`src/rtl/ysyx_23060136_mem_load_pkg.sv`:
```
// Shared definitions for the MEM-stage load unit: widths, FSM states and
// load funct3 encodings.
package ysyx_23060136_mem_load_pkg;

  localparam int XLEN  = 32;
  localparam int BUS_W = 64;

  typedef enum logic [1:0] {
    ST_IDLE = 2'd0,
    ST_ADDR = 2'd1,
    ST_DATA = 2'd2,
    ST_OUT  = 2'd3
  } state_t;

  localparam logic [2:0] F3_LB  = 3'b000;
  localparam logic [2:0] F3_LH  = 3'b001;
  localparam logic [2:0] F3_LW  = 3'b010;
  localparam logic [2:0] F3_LBU = 3'b100;
  localparam logic [2:0] F3_LHU = 3'b101;

  // High when a load can never reach the bus: illegal type or misaligned address.
  function automatic logic load_bad(input logic [2:0] funct3, input logic [1:0] addr_lo);
    logic bad;
    case (funct3)
      F3_LB, F3_LBU: bad = 1'b0;
      F3_LH, F3_LHU: bad = addr_lo[0];
      F3_LW:         bad = (addr_lo != 2'b00);
      default:       bad = 1'b1;
    endcase
    return bad;
  endfunction

endpackage

```
`src/rtl/ysyx_23060136_mem_load_extract.sv`:
```
// Picks the addressed byte/half/word out of an 8-byte-aligned beat and
// sign- or zero-extends it to XLEN.
import ysyx_23060136_mem_load_pkg::*;

module ysyx_23060136_load_extract (
  input  logic [BUS_W-1:0] beat,
  input  logic [2:0]       lane,
  input  logic [2:0]       funct3,
  output logic [XLEN-1:0]  data
);

  // Zero pad so a 16-bit window starting at any lane stays in range.
  logic [BUS_W+7:0] beat_x;
  logic [7:0]       byte_v;
  logic [15:0]      half_v;
  logic [31:0]      word_v;

  assign beat_x = {8'h00, beat};
  assign byte_v = beat_x[{lane, 3'b000} +: 8];
  assign half_v = beat_x[{lane, 3'b000} +: 16];
  assign word_v = lane[2] ? beat[63:32] : beat[31:0];

  always_comb begin
    data = '0;
    case (funct3)
      F3_LB:   data = {{(XLEN-8){byte_v[7]}}, byte_v};
      F3_LH:   data = {{(XLEN-16){half_v[15]}}, half_v};
      F3_LW:   data = word_v;
      F3_LBU:  data = {{(XLEN-8){1'b0}}, byte_v};
      F3_LHU:  data = {{(XLEN-16){1'b0}}, half_v};
      default: data = '0;
    endcase
  end

endmodule

```
`src/rtl/ysyx_23060136_mem_load.sv`:
```
// MEM-stage load unit: issues one read beat per legal load, extracts the
// result and hands it to WBU; non-loads and faulting loads skip the bus.
import ysyx_23060136_mem_load_pkg::*;

module ysyx_23060136_mem_load (
  input  logic             clk,
  input  logic             rst_n,
  input  logic             EXU_MEM_valid,
  output logic             EXU_MEM_ready,
  input  logic             EXU_MEM_is_load,
  input  logic [XLEN-1:0]  EXU_MEM_addr,
  input  logic [2:0]       EXU_MEM_funct3,
  input  logic [4:0]       EXU_MEM_rd,
  output logic [XLEN-1:0]  ARBITER_MEM_raddr,
  output logic [2:0]       ARBITER_MEM_rsize,
  output logic             ARBITER_MEM_raddr_valid,
  input  logic             ARBITER_MEM_raddr_ready,
  input  logic [BUS_W-1:0] ARBITER_MEM_rdata,
  input  logic             ARBITER_MEM_rdata_valid,
  output logic             ARBITER_MEM_rdata_ready,
  output logic             MEM_WBU_valid,
  input  logic             MEM_WBU_ready,
  output logic [4:0]       MEM_WBU_rd,
  output logic [XLEN-1:0]  MEM_WBU_result,
  output logic             MEM_load_error
);

  // Every channel transfers on a clock edge where valid and ready are both
  // high; a valid, once raised, holds its payload until that edge.

  state_t            state, state_nxt;
  logic [XLEN-1:0]   addr_q;
  logic [2:0]        funct3_q;
  logic [4:0]        rd_q;
  logic              is_load_q;
  logic [XLEN-1:0]   result_q;
  logic              err_q;
  logic [XLEN-1:0]   ext_data;
  logic              accept;
  logic              in_bad;

  assign accept = (state == ST_IDLE) && EXU_MEM_valid;
  assign in_bad = EXU_MEM_is_load && load_bad(EXU_MEM_funct3, EXU_MEM_addr[1:0]);

  ysyx_23060136_load_extract u_extract (
    .beat   (ARBITER_MEM_rdata),
    .lane   (addr_q[2:0]),
    .funct3 (funct3_q),
    .data   (ext_data)
  );

  always_ff @(posedge clk or negedge rst_n) begin
    if (!rst_n) begin
      state     <= ST_IDLE;
      addr_q    <= '0;
      funct3_q  <= '0;
      rd_q      <= '0;
      is_load_q <= 1'b0;
      result_q  <= '0;
      err_q     <= 1'b0;
    end else begin
      state <= state_nxt;
      if (accept) begin
        addr_q    <= EXU_MEM_addr;
        funct3_q  <= EXU_MEM_funct3;
        rd_q      <= EXU_MEM_rd;
        is_load_q <= EXU_MEM_is_load;
        err_q     <= in_bad;
        result_q  <= EXU_MEM_is_load ? '0 : EXU_MEM_addr;
      end
      if ((state == ST_DATA) && ARBITER_MEM_rdata_valid) begin
        result_q <= ext_data;
      end
    end
  end

  always_comb begin
    state_nxt = state;
    case (state)
      ST_IDLE: if (EXU_MEM_valid) state_nxt = (!EXU_MEM_is_load || in_bad) ? ST_OUT : ST_ADDR;
      ST_ADDR: if (ARBITER_MEM_raddr_ready) state_nxt = ST_DATA;
      ST_DATA: if (ARBITER_MEM_rdata_valid) state_nxt = ST_OUT;
      ST_OUT:  if (MEM_WBU_ready) state_nxt = ST_IDLE;
      default: state_nxt = ST_IDLE;
    endcase
  end

  assign EXU_MEM_ready           = (state == ST_IDLE);
  assign ARBITER_MEM_raddr_valid = (state == ST_ADDR) && is_load_q;
  assign ARBITER_MEM_raddr       = addr_q;
  assign ARBITER_MEM_rsize       = {1'b0, funct3_q[1:0]};
  assign ARBITER_MEM_rdata_ready = (state == ST_DATA);
  assign MEM_WBU_valid           = (state == ST_OUT);
  assign MEM_WBU_rd              = rd_q;
  assign MEM_WBU_result          = result_q;
  assign MEM_load_error          = err_q;

endmodule

```
`config.mk`:
```
export PLATFORM = sky130hd
export DESIGN_NAME = ysyx_23060136_mem_load
export DESIGN_NICKNAME = d
export VERILOG_FILES = /design/src/rtl/ysyx_23060136_mem_load_pkg.sv /design/src/rtl/ysyx_23060136_mem_load_extract.sv /design/src/rtl/ysyx_23060136_mem_load.sv
export SDC_FILE = /design/constraint.sdc
export NUM_CORES = 1
export LEC_CHECK = 0
export ABC_AREA = 1
export BUFFER_PORTS_ARGS = -buffer_cell sky130_fd_sc_hd__buf_4
export CAP_MARGIN = 20
export CELL_PAD_IN_SITES_DETAIL_PLACEMENT = 1
export CELL_PAD_IN_SITES_GLOBAL_PLACEMENT = 2
export CORE_MARGIN = 4
export CORE_UTILIZATION = 26
export CTS_BUF_LIST = sky130_fd_sc_hd__clkbuf_8
export CTS_CLUSTER_SIZE = 16
export DETAILED_ROUTE_END_ITERATION = 8
export GPL_TIMING_DRIVEN = 0
export HOLD_SLACK_MARGIN = 0.1
export PLACE_DENSITY_LB_ADDON = 0.2
export REMOVE_ABC_BUFFERS = 1
export SYNTH_ARGS = -nofsm -noshare
export SYNTH_HDL_FRONTEND = slang
export SYNTH_HIERARCHICAL = 1
export SYNTH_SLANG_ARGS = --single-unit
```
`constraint.sdc`:
```
create_clock -name clk -period 2.08 [get_ports clk]
set_input_delay 0.208 -clock clk [delete_from_list [all_inputs] [get_ports clk]]
set_output_delay 0.208 -clock clk [all_outputs]
set_load 0.01 [all_outputs]
```
==> results of run 1 <==
## metal layers
metal	vias to the layer above	share of wire (%)	track usage, %	routed length, microns
li1	2753	-	-	-
met1	2673	45	26.3	9640
met2	145	48	31.8	10400
met3	24	5.0	3.01	1080
met4	0	1.8	5.99	395
met5	-	0	0	0
## repair_timing
item,4_1_cts,5_1_grt
hold buffers,42,0
gates cloned,0,3
setup buffers,1,1
pin swaps,0,2
hold endpoints to repair,140,0
gates resized for setup,21,15
setup endpoints to repair,73,32
## power groups by stage
stage	clock network [uW]	registers [uW]	logic, uW
floorplan	0	2910	2590
global placement	0	2770	5040
detailed placement	0	2810	5150
CTS	1390	2780	5440
global route	1440	2850	6330
finish	1350	2750	5680
## final timing paths
| kind | start | endpoint | depth (start not counted) |
|---|---|---|---|
| max | ARBITER_MEM_raddr[2] | MEM_WBU_result[23] | 6 |
| min | ARBITER_MEM_rdata[45] | MEM_WBU_result[13] | 5 |
| min reg2reg | ARBITER_MEM_raddr[9] | ARBITER_MEM_raddr[9] | 2 |
| max in group asynchronous | rst_n | MEM_WBU_result[8] | 3 |
| min in group asynchronous | rst_n | ARBITER_MEM_raddr[29] | 2 |
| max reg2reg | ARBITER_MEM_raddr[2] | MEM_WBU_result[23] | 6 |
## state kept, by name, summed over array words and instances (netlist names)
register,flops
MEM_WBU_rd,5
funct3_q,3
ARBITER_MEM_raddr,32
is_load_q,1
MEM_load_error,1
MEM_WBU_result,32
state,2
## metrics by stage
stage	hold slack [ps]	power, uW	area (sq um)	utilization (%)	setup TNS, ps
after global routing	270	10600	7130	39.4	-9.32
after floorplan	-87.6	5490	4550	-	-8490
after detailed placement	411	7950	6230	34.5	-44460
after global placement	403	7810	6230	34.5	-63270
after CTS	231	9610	6980	38.6	0
final	251	9780	7130	39.4	0
## critical path: stages, from the launching register on
cell	delay, ps
dfrtp_4	670
inv_8	260
nand3_2	280
nand3_4	240
nand3_1	110
nand2_1	170
nand3_1	90
## cell usage in the layout (no fill, tap or decap), drive strengths merged
master / instances
mux2i: 2
nor3: 1
bufinv: 2
nor2: 14
or2: 2
dlygate4sd3: 42
clkinvlp: 3
a21oi: 1
o211ai: 8
nand2: 386
nand4: 31
clkbuf: 11
clkinv: 2
conb: 1
o31ai: 1
o21ai: 26
nand3: 98
ha: 5
dfrtp: 76
inv: 34
buf: 189
## cells by family (layout without fill, tap and decap cells)
kind of cell / after synthesis / after routing / share of synthesized area, %
AND/OR/NAND/NOR: 529 / 532 / 46.0
adder cells (fa/ha/maj): 5 / 5 / 1.30
multiplexers: 2 / 2 / 0.415
flip-flops: 76 / 76 / 39.4
AO/OA/AOI/OAI: 36 / 36 / 4.20
other: 1 / 1 / 0.0778
buffers and inverters: 81 / 283 / 8.59
## final cells by class
class | instances | area (sq um)
Inverter | 37 | 195
Tap cell | 229 | 287
Sequential cell | 76 | 1910
Fill cell | 2302 | 11000
Multi-Input combinational cell | 576 | 2630
Clock buffer | 11 | 151
Timing Repair Buffer | 231 | 1880
Clock inverter | 4 | 72.6
==> metrics, run 1 <==
status=completed; worst reg2reg setup slack=80 ps; Seq pwr share=28.2%; Lkg Pwr=0.00381 uW; Chip Height=144 microns; Async S/R FF share, synth=100%; Final Non-Filler Cells=1164; Chip Width=144 microns; total number of vias=5595; Max FO, Critical Path=34; starting density of the core=26.7%; total track usage=19.4%; Top FF cell, synth=dfrtp_1; GR Overflow Total=0; ANT cells=0; global placement routability congestion=0.756; worst endpoint data arrival time=2250 ps; WL final=21.5 mm; Setup violations, final=0; Final Hold Vio Count=0; DRT Pass-1 Iters=4; Worst Skew=10.9 ps; syn_area_per_cell=6.61 sq um; switching power total=4760 uW; fin. max-slew vios=0; cell taking the most area after synthesis=dfrtp_1; final setup margin=77.0 ps; Area contributors post-synth=dfrtp_1 (39%), nand2_1 (30%), nand3_1 (9.9%), nand4_1 (4.0%), buf_4 (2.6%); initial antenna violation count=0; clock sinks=76; max frequency=499 MHz; cts bufs inserted=9; Comb power frac=58.1%; most instantiated cells after synthesis=nand2_1 (382), nand3_1 (95), dfrtp_1 (76); CTS root buf=clkbuf_8; worst-skew pair later-pin latency=380 ps; max-cap violations=0; Slew HR=30.9%; WL per Instance=18.4 microns; kind of critical path=reg2reg; DP Worst Slack=-943 ps; number of flops mapped to enable cells by yosys=0; CTS HTree Levels=3; residual DRC count=0; CP required=2330 ps; nature of the critical path endpoint=register; P_int=5020 uW; CTS tree=built; sequential fraction of the synthesis area=39.4%; Tcrit/Tclk final=96.3%; Post-Syn Instances=730; Clk pin slew, worst setup/hold paths=90 ps; vias in the first global route=5818; clock power share=13.8%; largest net degree at the start of global routing=77; Peak VDD IR=0.455 mV; Post-Syn Area=0.00482 sq mm; startpoint types=register; dpl cells=1101; row count=49; Clock Path Buffers=2; Vias per Instance=4.81; layout cell share with drive strength beyond 1=25.0%; Seq cells post-synth=76; YS warnings=6; Ports=188; Worst Hold Class=in2reg; Buffers on Ports=186; dpl hpwl=13.8 mm; Slew @ Worst Pin=1040 ps; Yosys cell types=28; count leader, synth=nand2_1; switching part of the total=48.7%; share of the synthesized area in the top cell type=39.4%; Tmin final=2000 ps; Area growth syn-to-layout=47.8%; Die Area=0.0208 sq mm; drt initial violations=262; power per cell area=1370 mW/mm^2; global-route wire length before repair=31.7 mm; nets=1047; core area=0.0181 sq mm; post-route antenna net violation count=0
(Power assumes the default switching activity.)
==> run 2, diff against run 1 <==
--- a/config.mk
+++ b/config.mk
@@ -11,7 +11,7 @@
 export CELL_PAD_IN_SITES_DETAIL_PLACEMENT = 1
 export CELL_PAD_IN_SITES_GLOBAL_PLACEMENT = 2
 export CORE_MARGIN = 4
-export CORE_UTILIZATION = 26
+export CORE_UTILIZATION = 23
 export CTS_BUF_LIST = sky130_fd_sc_hd__clkbuf_8
 export CTS_CLUSTER_SIZE = 16
 export DETAILED_ROUTE_END_ITERATION = 8
==> constraint.sdc (replaced) <==
create_clock -name clk -period 1.8 [get_ports clk]
set_input_delay 0.18 -clock clk [delete_from_list [all_inputs] [get_ports clk]]
set_output_delay 0.18 -clock clk [all_outputs]
set_load 0.01 [all_outputs]
==> run 2 against run 1 <==
  * Flip-flop and latch count unchanged
  * Die area increased by 12%
  * First-iteration DRC count decreased by 6.9%
  * Clock-buffer cell count decreased by 2
  * Largest power group unchanged
==> metrics, run 2 (synthesized netlist as in run 1, its figures left out) <==
status=completed; Die Area=0.0233 sq mm (+12%); DP Worst Slack=-1280 ps (-340 ps); vias in the first global route=6046 (+3.9%); Core Util, Final=36.7% (-2.7 points); post-route antenna net violation count=0 (unchanged); filler cell count=2571 (+12%); Setup violations, final=0 (unchanged); row count=52 (+6.1%); initial antenna violation count=0 (unchanged); Overall Power=11900 uW (+22%); most frequent cells in the layout=nand2_1 (378), buf_4 (203), nand3_1 (91), dfrtp_1 (72), dlygate4sd3_1 (42); Slew HR=31.7% (+0.83 points); Worst Skew=13.6 ps (+2.75 ps); Area growth syn-to-layout=55.3%; RSZ-0062 raised after global routing=yes; fin. max-slew vios=0 (unchanged); dpl hpwl=14.2 mm (+2.8%); total track usage=19.3% (-0.046 points); nets=1073 (+2.5%); CTS root buf=clkbuf_8; starting density of the core=23.6% (-3.1 points); clock power share=11.1% (-2.7 points); cts bufs inserted=9 (unchanged); residual DRC count=0 (unchanged); layout cell share with drive strength beyond 1=27.9% (+2.8 points); GR Overflow Total=0 (unchanged); nature of the critical path endpoint=register; Slew @ Worst Pin=1020 ps (-12.4 ps); WL per Instance=18.7 microns (+1.1%); global placement routability congestion=0.779 (+3.0%); core area=0.0204 sq mm (+13%); CP max stage delay=560 ps (-110 ps); Ports=188 (unchanged); CTS tree=built; startpoint types=register; WL final=23.0 mm (+7.0%); Chip Width=153 microns (+6.0%); switching power total=5780 uW (+22%); commonest non-fill, non-tap cell in the layout=nand2_1; total number of vias=5663 (+1.2%); Seq pwr share=25.5% (-2.7 points); post-route setup TNS=0 ps (unchanged); Clk pin slew, worst setup/hold paths=90 ps (about the same); largest net degree at the start of global routing=77 (unchanged); drt initial violations=244 (-6.9%); DRT Pass-1 Iters=4 (unchanged); CP top delay family=simple AND/OR/NAND/NOR gates; max frequency=572 MHz (+15%); Buffers on Ports=186 (unchanged); CP required=2050 ps (-280 ps); ANT cells=0 (unchanged); Clock Path Buffers=2 (unchanged); Chip Height=153 microns (+6.0%); Comb power frac=63.4% (+5.3 points); Crit path top cell by count=nand2_1; switching part of the total=48.5% (-0.17 points); clock sinks=76 (unchanged); Worst Hold Class=in2reg; Final Hold Vio Count=0 (unchanged); Vias per Instance=4.60 (-4.4%); Critical-path top delay cell=dfrtp_4; Max FO, Critical Path=7 (-79%); WP buf/inv=2 (+1); worst endpoint data arrival time=2000 ps (-250 ps); Tmin final=1750 ps (-254 ps); power per cell area=1590 mW/mm^2 (+16%); kind of critical path=reg2reg; Critical Path, Cell by Cell=buf_12 -> nand2_1 -> o21ai_1 -> nand2_1 -> nand3_4 -> nand3_4 -> buf_4 -> nand3_1 -> nand2_1 -> nand3_1; register area=0.00191 sq mm (+0.20%); max-cap violations=0 (unchanged); CTS HTree Levels=3 (unchanged); P_int=6140 uW (+22%); final setup margin=51.1 ps (-25.9 ps); Peak VDD IR=0.485 mV (+6.5%); worst-skew pair later-pin latency=370 ps (about the same); area taken by multi-input logic gates=0.00270 sq mm (+2.9%); Tcrit/Tclk final=97.2% (+0.86 points); global-route wire length before repair=35.6 mm (+12%); Lkg Pwr=0.00398 uW (+4.4%)
-- run 2: power groups by stage --
stage | clock, uW | combinational [uW] | sequential, uW
after detailed placement | 0 | 6170 | 3140
after floorplan | 0 | 2990 | 3360
after global placement | 0 | 5990 | 3230
final | 1320 | 7560 | 3050
after global routing | 1440 | 8390 | 3160
after CTS | 1390 | 7390 | 3020
-- run 2: worst min-delay path, cell delays in order --
cell      delay [ps]
buf_4             80
o211ai_1          70
nand3_1           80
nand2_1           60
nand3_1           70
-- run 2: layout make-up --
cell class | count | share of cell area, %
Multi-Input combinational cell | 576 | 36.1
Timing Repair Buffer | 255 | 28.5
Sequential cell | 76 | 25.6
Tap cell | 270 | 4.51
Inverter | 37 | 2.71
Clock buffer | 9 | 1.65
Clock inverter | 7 | 0.802
Timing Repair inverter | 2 | 0.217
-- run 2: worst paths after layout --
| kind | to | slack, ps | depth (start not counted) | from |
|---|---|---|---|---|
| worst min-delay path | MEM_WBU_result[13] | 220 | 5 | ARBITER_MEM_rdata[45] |
| worst max register to register | MEM_WBU_result[27] | 50 | 10 | ARBITER_MEM_raddr[0] |
| worst min register to register | ARBITER_MEM_raddr[16] | 480 | 2 | ARBITER_MEM_raddr[16] |
| max in group asynchronous | ARBITER_MEM_raddr[12] | 870 | 3 | rst_n |
| worst max-delay path | MEM_WBU_result[27] | 50 | 10 | ARBITER_MEM_raddr[0] |
| min in group asynchronous | ARBITER_MEM_raddr[23] | 300 | 2 | rst_n |
-- run 2: per-stage QoR --
stage,instances,area (sq um),hold WS [ps]
after detailed placement,1143,6300,382
final,1232,7490,218
after global placement,1142,6280,374
after CTS,1223,7330,208
after global routing,1232,7490,242
after floorplan,686,4550,-116
-- run 2: routing by layer --
metal  global-route usage [%]  up-vias  share of wire, %
li1                         -     2796                 -
met1                     26.5     2720                47
met2                     32.7      134                48
met3                     2.73       13               4.0
met4                     3.69        0              0.91
met5                        0        -                 0
-- run 2: repair_timing --
item                                    4_1_cts  5_1_grt
gates resized for setup                      49       13
hold buffers                                 42        0
pin swaps                                     4        8
hold endpoints to repair                    147        0
endpoints found under the setup margin       75       47
gates cloned                                  4        1
buffers inserted                             18        7
==> run 3, diff against run 2 <==
--- a/config.mk
+++ b/config.mk
@@ -11,7 +11,7 @@
 export CELL_PAD_IN_SITES_DETAIL_PLACEMENT = 1
 export CELL_PAD_IN_SITES_GLOBAL_PLACEMENT = 2
 export CORE_MARGIN = 4
-export CORE_UTILIZATION = 23
+export CORE_UTILIZATION = 28
 export CTS_BUF_LIST = sky130_fd_sc_hd__clkbuf_8
 export CTS_CLUSTER_SIZE = 16
 export DETAILED_ROUTE_END_ITERATION = 8
==> constraint.sdc (replaced) <==
create_clock -name clk -period 2.1 [get_ports clk]
set_input_delay 0.21 -clock clk [delete_from_list [all_inputs] [get_ports clk]]
set_output_delay 0.21 -clock clk [all_outputs]
set_load 0.01 [all_outputs]
==> run 3 against run 2 <==
  * Via count up 0.64%
  * Die area is 17% lower
  * First-iteration DRC count up 16%
  * Flip-flop and latch count unchanged
  * Setup slack better by 96 ps
  * Combinational power shrank 25%
  * Power down 19%
  * Largest power group unchanged
==> metrics, run 3 (synthesized netlist as in run 1, its figures left out) <==
vias in the first global route=5908 (-2.3%); dpl hpwl=13.8 mm (-3.2%); CTS root buf=clkbuf_8; post-route setup TNS=0 ps (unchanged); core area=0.0167 sq mm (-18%); Reg2Reg Depth=6 (-4); worst reg2reg setup slack=150 ps (+100 ps); CP max stage delay=660 ps (+100 ps); commonest non-fill, non-tap cell in the layout=nand2_1; fin. max-slew vios=0 (unchanged); kind of critical path=reg2reg; ANT cells=0 (unchanged); switching power total=4750 uW (-18%); Final Hold Vio Count=0 (unchanged); P_int=4910 uW (-20%); WL final=21.7 mm (-5.7%); clock power share=13.4% (+2.3 points); Seq pwr share=28.2% (+2.7 points); Critical Path, Cell by Cell=inv_8 -> nand3_2 -> nand3_4 -> nand3_1 -> nand2_1 -> o21ai_0; CTS tree=built; DP Area=0.00622 sq mm (-1.3%); worst r2r src=ARBITER_MEM_raddr[2]; Worst Skew=11.1 ps (-2.52 ps); global placement routability congestion=0.733 (-5.8%); clock sinks=76 (unchanged); Slew HR=32.5% (+0.84 points); drt initial violations=283 (+16%); register area=0.00191 sq mm (about the same); Setup violations, final=0 (unchanged); Critical-path top delay cell=dfrtp_4; global-route wire length before repair=32.5 mm (-8.7%); status=completed; total track usage=20.9% (+1.6 points); max-cap violations=0 (unchanged); initial antenna violation count=0 (unchanged); Slew @ Worst Pin=1010 ps (-12.6 ps); max frequency=512 MHz (-10%); Reg-to-Reg End=MEM_WBU_result[30]; Chip Height=139 microns (-8.9%); row count=47 (-9.6%); Clock Path Buffers=2 (unchanged); most frequent cells in the layout=nand2_1 (382), buf_4 (186), nand3_1 (92), dfrtp_1 (73), dlygate4sd3_1 (40); total number of vias=5699 (+0.64%); layout cell share with drive strength beyond 1=25.3% (-2.6 points); Hold Worst Slack=123 ps (-94.2 ps); DRT Pass-1 Iters=5 (+1); Area growth syn-to-layout=47.0%; power per cell area=1360 mW/mm^2 (-14%); switching part of the total=49.1% (+0.65 points); Max FO, Critical Path=34 (+27); Tcrit/Tclk final=93.0% (-4.2 points); Die Area=0.0194 sq mm (-17%); Chip Width=139 microns (-8.9%); cts bufs inserted=9 (unchanged); Clk pin slew, worst setup/hold paths=90 ps (about the same); Comb power frac=58.4% (-5.0 points); filler cell count=2157 (-16%); starting density of the core=28.9% (+5.3 points); CP Launch Point=ARBITER_MEM_raddr[2]; largest net degree at the start of global routing=77 (unchanged); Vias per Instance=4.94 (+7.4%); startpoint types=register; worst-skew pair later-pin latency=380 ps (about the same); nets=1045 (-2.6%); CP required=2350 ps (+300 ps); RSZ-0062 raised after global routing=no; Core Util, Final=42.4% (+5.8 points); Overall Power=9660 uW (-19%); CTS HTree Levels=3 (unchanged); cell area after layout=0.00709 sq mm (-5.4%); residual DRC count=0 (unchanged); Tmin final=1950 ps (+204 ps); area taken by multi-input logic gates=0.00263 sq mm (-2.8%); GR Overflow Total=0 (unchanged); Peak VDD IR=0.613 mV (+26%); post-route antenna net violation count=0 (unchanged); worst setup path end=MEM_WBU_result[30]; WL per Instance=18.8 microns (+0.64%); Worst Hold Class=in2reg; Buffers on Ports=186 (unchanged); Lkg Pwr=0.00380 uW (-4.4%); Ports=188 (unchanged); nature of the critical path endpoint=register; worst endpoint data arrival time=2200 ps (+200 ps)
run 3: worst min path at each step:
stage	start	cells past startpoint	endpoint
6_report	EXU_MEM_funct3[1]	3	funct3_q[1]
2_1_floorplan	rst_n	0	ARBITER_MEM_raddr[0]
5_1_grt	EXU_MEM_funct3[1]	3	funct3_q[1]
3_3_place_gp	EXU_MEM_rd[4]	3	MEM_WBU_rd[4]
4_1_cts	EXU_MEM_funct3[1]	3	funct3_q[1]
3_5_place_dp	EXU_MEM_rd[3]	3	MEM_WBU_rd[3]
run 3: power by group through the flow:
stage / registers [uW] / logic (uW) / clock network, uW
2_1_floorplan: 2880 / 2560 / 0
3_3_place_gp: 2740 / 4970 / 0
3_5_place_dp: 2780 / 5090 / 0
4_1_cts: 2750 / 5390 / 1330
5_1_grt: 2820 / 6270 / 1390
6_report: 2730 / 5640 / 1290
run 3: stage by stage:
stage / instances / setup slack [ps]
3_5_place_dp: 1092 / -1060
4_1_cts: 1149 / 23.5
3_3_place_gp: 1092 / -1700
2_1_floorplan: 686 / -309
6_report: 1154 / 147
5_1_grt: 1154 / 20.9
run 3: final cells by class:
cell class | count | share of cell area [%]
clock buffer | 9 | 1.75
timing repair buffer | 229 | 26.3
multi-input combinational | 576 | 37.1
tap | 220 | 3.88
inverter | 37 | 2.75
sequential | 76 | 27.0
clock inverter | 7 | 1.29
run 3: critical path: cells and delay by family, from the launching register on:
| family | cells | cell delay [ps] |
|---|---|---|
| AOI/OAI and AO/OA | 1 | 120 |
| buffers and inverters | 1 | 280 |
| DFF | 1 | 660 |
| and+or+nand+nor | 4 | 750 |
run 3: repair_timing:
item / CTS / global route
endpoints found under the setup margin: 73 / 28
pin swaps: 0 / 2
hold endpoints to repair: 132 / 0
cloned: 0 / 3
hold buffers: 40 / 0
resized for setup: 23 / 14
setup buffers: 1 / 1
run 3: layer usage:
| layer | global-route usage (%) | share of wire (%) |
|---|---|---|
| met1 | 28.4 | 46 |
| met2 | 35.0 | 48 |
| met3 | 2.95 | 4.3 |
| met4 | 5.51 | 1.5 |
| met5 | 0 | 0 |
